--- src/rtl/eth_parser_pkg.sv ---
// Shared types and constants for the Ethernet L2 header decoder: the
// descriptor layout, the EtherType classes and the decoder FSM states.
package eth_parser_pkg;

  localparam logic [15:0] ETYPE_IPV4 = 16'h0800;
  localparam logic [15:0] ETYPE_IPV6 = 16'h86DD;
  localparam logic [15:0] ETYPE_ARP  = 16'h0806;
  localparam logic [15:0] ETYPE_VLAN = 16'h8100;
  localparam logic [15:0] ETYPE_QINQ = 16'h88A8;

  // Byte offset of the L3 header for untagged and single-tagged frames
  localparam logic [4:0] L2_HDR_LEN      = 5'd14;
  localparam logic [4:0] L2_VLAN_HDR_LEN = 5'd18;

  // CLS_OTHER is encoded as zero so that an all-zero descriptor classifies as OTHER
  typedef enum logic [1:0] {
    CLS_OTHER = 2'd0,
    CLS_IPV4  = 2'd1,
    CLS_IPV6  = 2'd2,
    CLS_ARP   = 2'd3
  } eth_class_e;

  typedef struct packed {
    logic [47:0] dst_mac;
    logic [47:0] src_mac;
    logic        vlan_present;
    logic [15:0] vlan_tci;
    logic [15:0] ethertype;
    logic [4:0]  l3_offset;
    logic        is_bcast;
    logic        is_mcast;
    eth_class_e  eth_class;
    logic        parse_error;
  } eth_desc_t;

  typedef enum logic [1:0] {
    ST_IDLE  = 2'd0,
    ST_HDR   = 2'd1,
    ST_GRACE = 2'd2,
    ST_BODY  = 2'd3
  } dec_state_e;

  // Map an EtherType onto the coarse L3 class carried in the descriptor
  function automatic eth_class_e classify(input logic [15:0] etype);
    eth_class_e cls;
    case (etype)
      ETYPE_IPV4: cls = CLS_IPV4;
      ETYPE_IPV6: cls = CLS_IPV6;
      ETYPE_ARP:  cls = CLS_ARP;
      default:    cls = CLS_OTHER;
    endcase
    return cls;
  endfunction

  // Descriptor emitted for a frame that ended before its header was complete
  function automatic eth_desc_t runt_desc();
    eth_desc_t d;
    d             = '0;
    d.eth_class   = CLS_OTHER;
    d.parse_error = 1'b1;
    return d;
  endfunction

endpackage

--- src/rtl/eth_desc_fifo.sv ---
// Small synchronous FIFO for descriptors. A push into a full FIFO is still
// accepted when a pop happens in the same cycle; push_ok reports acceptance.
// pop_data reads as zero while the FIFO is empty.
module eth_desc_fifo #(
  parameter type         T     = logic [7:0],
  parameter int unsigned DEPTH = 2
) (
  input  logic clk,
  input  logic rst,
  input  logic push,
  input  T     push_data,
  output logic push_ok,
  input  logic pop,
  output T     pop_data,
  output logic full,
  output logic empty
);

  localparam int unsigned AW = (DEPTH > 1) ? $clog2(DEPTH) : 1;
  localparam int unsigned CW = AW + 1;

  logic [AW-1:0] wr_ptr_q, wr_ptr_d;
  logic [AW-1:0] rd_ptr_q, rd_ptr_d;
  logic [CW-1:0] count_q, count_d;
  logic          pop_ok;
  T              mem_q [DEPTH];

  assign full    = (count_q == CW'(DEPTH));
  assign empty   = (count_q == '0);
  assign pop_ok  = pop && !empty;
  assign push_ok = push && (!full || pop_ok);

  // Head-of-queue read, forced to zero when nothing is buffered
  always_comb begin
    pop_data = mem_q[rd_ptr_q];
    if (empty) begin
      pop_data = '0;
    end
  end

  // Next-state for pointers and occupancy; depth is a power of two so pointers wrap naturally
  always_comb begin
    wr_ptr_d = wr_ptr_q;
    rd_ptr_d = rd_ptr_q;
    count_d  = count_q;
    if (push_ok) begin
      wr_ptr_d = wr_ptr_q + AW'(1);
    end
    if (pop_ok) begin
      rd_ptr_d = rd_ptr_q + AW'(1);
    end
    case ({push_ok, pop_ok})
      2'b10:   count_d = count_q + CW'(1);
      2'b01:   count_d = count_q - CW'(1);
      default: count_d = count_q;
    endcase
  end

  // Control state: pointers and occupancy, cleared asynchronously
  always_ff @(posedge clk or posedge rst) begin
    if (rst) begin
      wr_ptr_q <= '0;
      rd_ptr_q <= '0;
      count_q  <= '0;
    end else begin
      wr_ptr_q <= wr_ptr_d;
      rd_ptr_q <= rd_ptr_d;
      count_q  <= count_d;
    end
  end

  // Storage array; contents are never reset, emptiness is tracked by count_q
  always_ff @(posedge clk) begin
    if (push_ok) begin
      mem_q[wr_ptr_q] <= push_data;
    end
  end

endmodule

--- src/rtl/eth_header_decoder.sv ---
// Ethernet L2 header decoder. Decodes the captured header combinationally,
// tracks frame boundaries with a small FSM, queues one descriptor per frame
// and counts accepted and dropped descriptors.
module eth_header_decoder
  import eth_parser_pkg::*;
#(
  parameter int unsigned HEADER_BYTES = 18,
  parameter int unsigned FIFO_DEPTH   = 2
) (
  input  logic                         clk,
  input  logic                         rst,
  input  logic                         frame_start,
  input  logic                         frame_end,
  input  logic [HEADER_BYTES-1:0][7:0] header_bytes,
  input  logic                         header_valid,
  output logic                         out_valid,
  input  logic                         out_ready,
  output eth_desc_t                    out_desc,
  output logic [31:0]                  frame_count,
  output logic [15:0]                  drop_count
);

  dec_state_e  state_q, state_d;
  eth_desc_t   dec_desc;
  eth_desc_t   push_desc;
  logic [15:0] outer_type;
  logic        push;
  logic        push_ok;
  logic        pop;
  logic        fifo_full;
  logic        fifo_empty;
  logic [31:0] frame_count_q, frame_count_d;
  logic [15:0] drop_count_q, drop_count_d;

  // Combinational field decode; wire byte 0 is the most significant byte of each field
  always_comb begin
    dec_desc         = '0;
    outer_type       = {header_bytes[12], header_bytes[13]};
    dec_desc.dst_mac = {header_bytes[0], header_bytes[1], header_bytes[2],
                        header_bytes[3], header_bytes[4], header_bytes[5]};
    dec_desc.src_mac = {header_bytes[6], header_bytes[7], header_bytes[8],
                        header_bytes[9], header_bytes[10], header_bytes[11]};
    if ((outer_type == ETYPE_VLAN) || (outer_type == ETYPE_QINQ)) begin
      dec_desc.vlan_present = 1'b1;
      dec_desc.vlan_tci     = {header_bytes[14], header_bytes[15]};
      dec_desc.ethertype    = {header_bytes[16], header_bytes[17]};
      dec_desc.l3_offset    = L2_VLAN_HDR_LEN;
    end else begin
      dec_desc.vlan_present = 1'b0;
      dec_desc.vlan_tci     = '0;
      dec_desc.ethertype    = outer_type;
      dec_desc.l3_offset    = L2_HDR_LEN;
    end
    dec_desc.is_bcast    = &dec_desc.dst_mac;
    dec_desc.is_mcast    = header_bytes[0][0];
    dec_desc.eth_class   = classify(dec_desc.ethertype);
    dec_desc.parse_error = 1'b0;
  end

  // Frame-tracking FSM next state and descriptor push decision
  always_comb begin
    state_d   = state_q;
    push      = 1'b0;
    push_desc = dec_desc;
    case (state_q)
      ST_IDLE: begin
        if (frame_start) begin
          state_d = ST_HDR;
        end
      end
      ST_HDR: begin
        // A new frame start abandons the current header without a descriptor
        if (frame_start) begin
          state_d = ST_HDR;
        end else if (header_valid) begin
          push    = 1'b1;
          state_d = frame_end ? ST_IDLE : ST_BODY;
        end else if (frame_end) begin
          state_d = ST_GRACE;
        end
      end
      ST_GRACE: begin
        // The capture stage may deliver header_valid one cycle after tlast;
        // without it the frame was too short and becomes a runt.
        push = 1'b1;
        if (!header_valid) begin
          push_desc = runt_desc();
        end
        state_d = frame_start ? ST_HDR : ST_IDLE;
      end
      ST_BODY: begin
        if (frame_start) begin
          state_d = ST_HDR;
        end else if (frame_end) begin
          state_d = ST_IDLE;
        end
      end
      default: state_d = ST_IDLE;
    endcase
  end

  // FSM state register
  always_ff @(posedge clk or posedge rst) begin
    if (rst) begin
      state_q <= ST_IDLE;
    end else begin
      state_q <= state_d;
    end
  end

  assign out_valid = !fifo_empty;
  assign pop       = out_valid && out_ready;

  eth_desc_fifo #(
    .T     (eth_desc_t),
    .DEPTH (FIFO_DEPTH)
  ) u_desc_fifo (
    .clk       (clk),
    .rst       (rst),
    .push      (push),
    .push_data (push_desc),
    .push_ok   (push_ok),
    .pop       (pop),
    .pop_data  (out_desc),
    .full      (fifo_full),
    .empty     (fifo_empty)
  );

  // Accepted descriptors wrap; drops saturate so a stuck consumer stays visible
  always_comb begin
    frame_count_d = frame_count_q;
    drop_count_d  = drop_count_q;
    if (push_ok) begin
      frame_count_d = frame_count_q + 32'd1;
    end
    if (push && !push_ok && (drop_count_q != 16'hFFFF)) begin
      drop_count_d = drop_count_q + 16'd1;
    end
  end

  // Statistics counters
  always_ff @(posedge clk or posedge rst) begin
    if (rst) begin
      frame_count_q <= '0;
      drop_count_q  <= '0;
    end else begin
      frame_count_q <= frame_count_d;
      drop_count_q  <= drop_count_d;
    end
  end

  assign frame_count = frame_count_q;
  assign drop_count  = drop_count_q;

  // fifo_full is implied by push_ok; kept for observability in waveforms
  logic unused_full;
  assign unused_full = fifo_full;

endmodule

--- config.mk ---
export PLATFORM = sky130hd
export DESIGN_NAME = eth_header_decoder
export DESIGN_NICKNAME = d
export VERILOG_FILES = /design/src/rtl/eth_parser_pkg.sv /design/src/rtl/eth_desc_fifo.sv /design/src/rtl/eth_header_decoder.sv
export SDC_FILE = /design/constraint.sdc
export NUM_CORES = 1
export LEC_CHECK = 0
export ABC_AREA = 1
export CORE_ASPECT_RATIO = 1.1
export CORE_MARGIN = 2
export CORE_UTILIZATION = 51
export DETAILED_ROUTE_END_ITERATION = 10
export GPL_ROUTABILITY_DRIVEN = 0
export PLACE_DENSITY = 0.81
export SLEW_MARGIN = 20
export SYNTH_ARGS = -nofsm -noshare
export SYNTH_HDL_FRONTEND = slang
export SYNTH_HIERARCHICAL = 1
export SYNTH_SLANG_ARGS = --single-unit
--- constraint.sdc ---
create_clock -name clk -period 9.1 [get_ports clk]
set_input_delay 0.91 -clock clk [delete_from_list [all_inputs] [get_ports clk]]
set_output_delay 0.91 -clock clk [all_outputs]
set_load 0.01 [all_outputs]
==> results of run 1 <==
-- worst max-delay path by stage --
| stage | startpoint | endpoint | slack [ns] | cells after the start |
|---|---|---|---|---|
| after floorplan | out_ready | u_desc_fifo/mem_q[1][0] | 1.33 | 6 |
| after global placement | header_valid | u_desc_fifo/mem_q[0][62] | 4.95 | 9 |
| after detailed placement | header_valid | u_desc_fifo/mem_q[0][62] | 4.91 | 9 |
| after CTS | u_desc_fifo/rd_ptr_q | out_desc[3] | 4.45 | 5 |
| after global routing | u_desc_fifo/rd_ptr_q | out_desc[137] | 4.29 | 5 |
| final | u_desc_fifo/rd_ptr_q | out_desc[3] | 4.50 | 5 |
-- synthesized netlist by cell type, drive strengths merged --
cell type | instances | share of area
inv | 188 | 0.046
nand3 | 34 | 0.013
mux2 | 1 | 0.00074
nor3 | 10 | 0.0048
xor2 | 28 | 0.016
nand4 | 22 | 0.0090
dfrtp | 54 | 0.089
nor3b | 1 | 0.00082
xnor2 | 20 | 0.011
o21ai | 2 | 0.00066
nor4 | 9 | 0.0041
nor2 | 195 | 0.051
nand3b | 6 | 0.0038
o22ai | 1 | 0.00041
buf | 51 | 0.023
edfxtp | 278 | 0.55
a21oi | 149 | 0.074
nand2 | 390 | 0.097
ha | 7 | 0.0057
conb | 1 | 0.00025
clkbuf | 10 | 0.0025
o21bai | 1 | 0.00049
-- registers in the layout (all words and copies together) (netlist names) --
| name | count |
|---|---|
| u_desc_fifo/mem_q | 278 |
| u_desc_fifo/count_q | 2 |
| frame_count | 32 |
| drop_count | 16 |
| state_q | 2 |
| u_desc_fifo/rd_ptr_q | 1 |
| u_desc_fifo/wr_ptr_q | 1 |
-- per-layer routing --
metal  part of all wire  vias up  routed length, um
met4              0.033        2               1260
met2               0.50      409              18800
li1                   -     5384                  -
met5            0.00034        -                 13
met1               0.38     5316              14400
met3              0.084       80               3180
-- cells by family (layout without fill, tap and decap cells) --
logic type / after synthesis / count (layout) / share of synthesized area
xor+xnor: 48 / 48 / 0.0276
mux: 1 / 1 / 0.000738
flops: 332 / 332 / 0.636
other cells: 1 / 3 / 0.000246
simple gates: 667 / 667 / 0.183
fa+ha+maj: 7 / 7 / 0.00574
compound gates: 153 / 153 / 0.0753
buf+inv: 249 / 598 / 0.0713
-- final cells by class --
cell class,instances,share of cell area
multi-input combinational,878,0.225
timing repair buffer,347,0.173
inverter,188,0.0357
tap,374,0.0234
antenna,1,0.000125
clock buffer,43,0.0474
clock inverter,20,0.00982
sequential,332,0.485
-- metrics by stage --
stage          setup slack, ns  total power [mW]  instance area [um^2]  hold slack (ns)
3_3_place_gp              4.95              4.21                 18800            0.478
3_5_place_dp              4.91              4.26                 18800            0.468
2_1_floorplan             1.33              3.26                 15300            0.462
5_1_grt                   4.29              5.91                 20000            0.517
4_1_cts                   4.45              5.67                 20000            0.491
6_report                  4.50              5.62                 20000            0.498
-- cell usage in the layout (no fill, tap or decap), drive strengths merged, types with 10 or more instances in the layout --
cell and count:
clkbuf 43, inv 189, a21oi 149, nor2 195, nand3 34, xnor2 20
dfrtp 54, buf 10, nand4 22, clkinv 14, nand2 390, edfxtp 278
clkdlybuf4s50 337, xor2 28, nor3 10
-- worst max-delay path: stages (launching register included) --
cell and delay [ns]:
dfrtp_4 0.72, inv_4 0.49, buf_4 0.86, nand2_1 0.11
a21oi_1 0.32, clkdlybuf4s50_1 0.60
-- power by group through the flow --
| stage | Combinational [mW] | Sequential, mW | Clock [mW] |
|---|---|---|---|
| after detailed placement | 2.20 | 2.05 | 0 |
| after floorplan | 1.22 | 2.05 | 0 |
| after CTS | 2.22 | 2.02 | 1.43 |
| after global routing | 2.37 | 2.04 | 1.49 |
| final | 2.20 | 2.02 | 1.40 |
| after global placement | 2.17 | 2.04 | 0 |
==> impl_metrics.yaml, run 1 <==
global_route:
  grt_antenna_before_repair: 2
  grtUsageMet1: 0.281
  use_met3: 0.0688
  grtUsageTotal: 0.236
  grt_pass1_wl_um: 58000
  busiest_layer: "met2"
  grt_start_max_net_pins: 102
  use_met2: 0.410
  first_global_vias: 11200
  grt-ovfl-total: 0
power:
  pwr-share-clk: 0.249
  power_leakage_nw: 7.99
  p_int_mw: 3.69
  power_density_mw_per_mm2: 281
  ir_drop_uv: 303
  p_comb_frac: 0.391
  seq_power_share: 0.359
  power_switching_mw: 1.93
  netSwitchingFraction: 0.344
sta:
  period_minus_slack_ns: 4.60
  fmax_mhz: 218
  rsz0062_at_grt: "false"
  worst_pin_slew_ns: 1.08
  fin_crit_sh: 0.505
  setup_viol: 0
  hold_viol_final: 0
  relSlewSlack: 0.283
  final_max_slew_viol_count: 0
  finalClockSkew_ns: 0.0257
  fin_setup_tns_ns: 0
setup_path:
  critical_path_class: "flip-flop to primary output"
  cp.arrival_ns: 3.69
  worstSetupEndpointType: "primary output"
  reg2regPathDepth: 9
  worstSetupStartpointType: "flip-flop"
  crit_required_ns: 8.19
  crit_fanout: 94
  r2r_end: "u_desc_fifo/mem_q[1][71]"
  rrSetupSlack_ns: 5.51
  r2r_start: "u_desc_fifo/count_q[0]"
drt:
  drtPass1Iterations: 5
  finalWirelength_um: 37700
  drcViolationCount: 0
  wire_per_inst_um: 17.3
  drt_iter0_markers: 983
  via_per_inst: 5.13
  vias: 11200
  ant_nets: 0
floorplan:
  start_util: 0.517
  dieArea_mm2: 0.0313
  rows: 66
  coreArea_mm2: 0.0295
  die_h_um: 185
  ios: 338
  dieWidth_um: 169
cts:
  cts_tree: "yes"
  cts_root_buf: "clkbuf_16"
  clock_latency_ns: 0.51
  post_cts_buffers: 0
  cts_resized: 0
  cts-htree-levels: 2
  clock_sinks: 332
  cts_buffers: 35
  clock_tree.buffer_depth: 3
  clkTransAtPathRegs_ns: 0.06
  cts_hold_buf: 0
outcome:
  run_status: "complete, no violations"
finish:
  final_cells: 2183
  area_delta_synth_final_pct: 31.1
  fillers: 2183
  multiInputGateArea_mm2: 0.00450
  final_util: 0.678
  drive_gt1_frac: 0.107
  nets: 1939
  seq_area_mm2: 0.00970
run:
  cap_viol_max_count: 0
logic_synthesis:
  yosys.cell_types.count: 36
  syn_area_mm2: 0.0153
  synth-seq-cells: 332
  yosysWarnings: 6
  ys_seq_area_frac: 0.636
  post_synth.cell_area_avg_um2: 10.5
  synthCells: 1458
worst_hold_path:
  hold_path_depth: 1
  min_to: "frame_count[31]"
  hold_start: "frame_count[31]"
  hp-class: "flip-flop to flip-flop"
placement:
  dp_hpwl_um: 25300
  dp_cells: 2118
  io_buffers: 337
(Power assumes the default switching activity.)
==> run 2, diff against run 1 <==
- clock period: 9.1 -> 4.3 ns (I/O delays scaled with it)
==> impl_metrics.yaml, run 2 (same netlist as run 1, synthesis figures left out) <==
outcome:
  run_status: "complete, no violations"
cts:
  clock_sinks: 332
  cts_root_buf: "clkbuf_16"
  cts-htree-levels: 2
  clkTransAtPathRegs_ns: 0.06
  clock_tree.buffer_depth: 3
  clock_latency_ns: 0.51
  cts_hold_buf: 0
  post_cts_buffers: 0
  cts_tree: "yes"
  cts_buffers: 34
  cts_resized: 0
global_route:
  grtUsageTotal: 0.241
  grt_antenna_before_repair: 2
  first_global_vias: 11100
  grt_start_max_net_pins: 140
  grt-ovfl-total: 0
  grt_pass1_wl_um: 59500
run:
  cap_viol_max_count: 0
setup_path:
  slowest_delay_ns: 0.69
  crit_required_ns: 3.87
  crit_fanout: 45
  worstSetupStartpointType: "flip-flop"
  slowest_stage: "buf_4"
  cp_cell_sequence: "inv_2 > nand2_2 > inv_6 > buf_4 > a21oi_1 > clkdlybuf4s50_1"
  critical_path_class: "flip-flop to primary output"
  worstSetupEndpointType: "primary output"
  cp.arrival_ns: 3.04
floorplan:
  die_h_um: 185
  ios: 338
  rows: 66
  start_util: 0.517
  dieArea_mm2: 0.0313
  dieWidth_um: 169
  coreArea_mm2: 0.0295
drt:
  drcViolationCount: 0
  drtPass1Iterations: 5
  finalWirelength_um: 38200
  via_per_inst: 5.22
  wire_per_inst_um: 17.6
  drt_iter0_markers: 1043
  vias: 11400
  ant_nets: 0
power:
  ir_drop_uv: 449
  power_leakage_nw: 7.92
  netSwitchingFraction: 0.350
  pwr-share-clk: 0.228
  p_comb_frac: 0.411
  seq_power_share: 0.361
  power_density_mw_per_mm2: 586
  power_mw: 11.6
  p_int_mw: 7.56
  power_switching_mw: 4.07
sta:
  final_max_slew_viol_count: 0
  period_minus_slack_ns: 3.47
  relSlewSlack: 0.429
  fin_crit_sh: 0.807
  rsz0062_at_grt: "false"
  hold_viol_final: 0
  setup_viol: 0
  holdWs_ns: 0.159
  fmax_mhz: 288
  finalClockSkew_ns: 0.0318
  worst_pin_slew_ns: 0.856
finish:
  stdcell_area_mm2: 0.0199
  mostFrequentLayoutCells: "nand2_1, clkdlybuf4s50_1, edfxtp_1"
  drive_gt1_frac: 0.102
  final_common_cell: "nand2_1"
  largest-register: "u_desc_fifo/mem_q"
  nets: 1939
  largest_reg_flops: 278
  area_delta_synth_final_pct: 30.2
  fillers: 2150
placement:
  io_buffers: 337
  dp_hpwl_um: 25200
  placed_area_mm2: 0.0189
worst_hold_path:
  hp-class: "input pin to asynchronous set/reset pin"
-- run 2: worst paths after layout --
kind                                   startpoint                   end  slack, ns  cells after the start
min in group clk                  frame_count[31]       frame_count[31]       0.48                      1
min                                           rst  u_desc_fifo/wr_ptr_q       0.16                      2
max in group asynchronous                     rst         drop_count[5]       3.36                      2
max                        u_desc_fifo/count_q[0]           out_desc[3]       0.83                      6
min reg2reg                       frame_count[31]       frame_count[31]       0.48                      1
max reg2reg                u_desc_fifo/count_q[0]       frame_count[29]       1.40                     16
-- run 2: critical path: cells and delay by family, from the launching register on --
kind | cells | cell delay (ns)
compound gates | 1 | 0.24
simple gates | 1 | 0.11
flops | 1 | 0.41
buf+inv | 4 | 1.69
-- run 2: metal layers --
layer,GRT usage,routed length (um)
met1,0.305,15100
met2,0.412,19000
met3,0.0579,3170
met4,0.0717,1060
met5,0,0
-- run 2: power by group through the flow --
stage / registers (mW) / clock network, mW / logic (mW)
floorplan: 4.28 / 0 / 2.58
global placement: 4.24 / 0 / 4.73
detailed placement: 4.26 / 0 / 4.80
CTS: 4.20 / 2.69 / 4.83
global route: 4.23 / 2.83 / 5.16
finish: 4.20 / 2.65 / 4.79
-- run 2: cell type report --
| cell class | count | area [um^2] | area share |
|---|---|---|---|
| clock buffers | 45 | 913 | 0.0460 |
| diodes | 1 | 2.50 | 0.000126 |
| inverters | 188 | 714 | 0.0360 |
| well taps | 374 | 468 | 0.0236 |
| multi-input cells | 878 | 4500 | 0.226 |
| flip-flops and latches | 332 | 9700 | 0.489 |
| clock inverters | 12 | 58.8 | 0.00296 |
| repair buffers | 348 | 3510 | 0.177 |
-- run 2: through the flow --
stage          setup TNS, ns  cells  setup WS [ns]   util
2_1_floorplan        -260.71   1459         -0.944      -
5_1_grt                    0   2178          0.691  0.674
6_report                   0   2178          0.832  0.674
4_1_cts                    0   2177          0.846  0.674
3_3_place_gp               0   2120           1.30  0.641
3_5_place_dp               0   2120           1.19  0.641
==> run 3, diff against run 2 <==
- clock period: 4.3 -> 3.4 ns (I/O delays scaled with it)
==> impl_metrics.yaml, run 3 (same netlist as run 1, synthesis figures left out) <==
outcome:
  run_status: "complete, no violations"
sta:
  hold_viol_final: 0
  setup_viol: 0
  period_minus_slack_ns: 3.03
  relSlewSlack: 0.365
  rsz0062_at_grt: "false"
  fmax_mhz: 330
  final_max_slew_viol_count: 0
  fin_crit_sh: 0.891
  worst_pin_slew_ns: 0.953
  finalClockSkew_ns: 0.0109
setup_path:
  crit_fanout: 140
  critical_path_class: "flip-flop to primary output"
  worstSetupStartpointType: "flip-flop"
  cp.arrival_ns: 2.69
  crit_required_ns: 3.06
  worstSetupEndpointType: "primary output"
  reg2regPathDepth: 16
cts:
  cts_root_buf: "clkbuf_16"
  clkTransAtPathRegs_ns: 0.06
  cts_resized: 0
  cts_buffers: 35
  post_cts_buffers: 0
  cts-htree-levels: 2
  clock_tree.buffer_depth: 3
  cts_tree: "yes"
  cts_hold_buf: 0
  clock_latency_ns: 0.49
  clock_sinks: 332
global_route:
  grt-ovfl-total: 0
  grt_start_max_net_pins: 141
  first_global_vias: 11000
  grtUsageTotal: 0.234
  grt_antenna_before_repair: 1
  grt_pass1_wl_um: 57600
drt:
  ant_nets: 0
  drcViolationCount: 0
  drtPass1Iterations: 6
  vias: 11300
  wire_per_inst_um: 17.4
  finalWirelength_um: 37800
  via_per_inst: 5.19
  drt_iter0_markers: 977
finish:
  largest_reg_flops: 278
  final_common_cell: "nand2_1"
  area_delta_synth_final_pct: 30.9
  final_util: 0.678
  final_cells: 2180
  nets: 1940
  fillers: 2150
  largest-register: "u_desc_fifo/mem_q"
  mostFrequentLayoutCells: "nand2_1, clkdlybuf4s50_1, edfxtp_1"
  drive_gt1_frac: 0.104
placement:
  io_buffers: 337
  dp_hpwl_um: 24900
  dp_cells: 2120
worst_hold_path:
  hp-class: "input pin to asynchronous set/reset pin"
floorplan:
  die_h_um: 185
  coreArea_mm2: 0.0295
  dieWidth_um: 169
  rows: 66
  start_util: 0.517
  dieArea_mm2: 0.0313
  ios: 338
power:
  p_comb_frac: 0.411
  power_leakage_nw: 7.96
  power_switching_mw: 5.15
  power_density_mw_per_mm2: 745
  power_mw: 14.9
  ir_drop_uv: 835
  pwr-share-clk: 0.233
  seq_power_share: 0.356
  p_int_mw: 9.73
  netSwitchingFraction: 0.346
run:
  cap_viol_max_count: 0
run 3: worst max-delay path, cell delays in order (launching register included):
cell and delay [ns]:
dfrtp_1 0.41, inv_2 0.09, nand2_2 0.11, inv_6 0.09, buf_12 0.57, a21oi_1 0.20, clkdlybuf4s50_1 0.55
run 3: final timing paths:
kind / startpoint / endpoint / slack (ns)
max: u_desc_fifo/count_q[0] / out_desc[3] / 0.37
min: rst / u_desc_fifo/count_q[0] / 0.1
max reg2reg: state_q[1] / frame_count[29] / 0.71
min reg2reg: frame_count[31] / frame_count[31] / 0.50
max in group asynchronous: rst / frame_count[15] / 2.53
min in group clk: header_bytes[75] / u_desc_fifo/mem_q[1][62] / 0.49
run 3: layout make-up:
class                           instances  area (um^2)  area share
Sequential cell                       332         9700       0.486
Multi-Input combinational cell        878         4510       0.226
Timing Repair Buffer                  348         3560       0.178
Clock buffer                           46          937      0.0469
Inverter                              188          714      0.0358
Tap cell                              374          468      0.0234
Clock inverter                         13         87.6     0.00438
Antenna cell                            1         2.50    0.000125
run 3: power groups by stage:
stage                     logic [mW]  registers, mW  clock network, mW
after floorplan                 3.29           5.38                  0
after global placement          6.02           5.36                  0
after detailed placement        6.12           5.38                  0
after CTS                       6.16           5.30               3.53
after global routing            6.57           5.34               3.72
final                           6.12           5.30               3.46
run 3: routing by layer:
metal  share of wire  global-route usage  up-vias
met5               0                   0        -
met4           0.026              0.0679        0
met3           0.083              0.0590       71
met2            0.51               0.414      413
met1            0.39               0.284     5437
li1                -                   -     5384
run 3: per-stage QoR:
stage / TNS [ns] / instance area, um^2 / setup slack, ns / hold slack (ns)
finish: 0 / 20000 / 0.370 / 0.0967
global route: 0 / 20000 / 0.252 / 0.0823
CTS: 0 / 20000 / 0.329 / 0.0702
detailed placement: 0 / 18900 / 0.463 / 0.488
global placement: 0 / 18900 / 0.552 / 0.477
floorplan: -38.58 / 15300 / -0.154 / 0.106
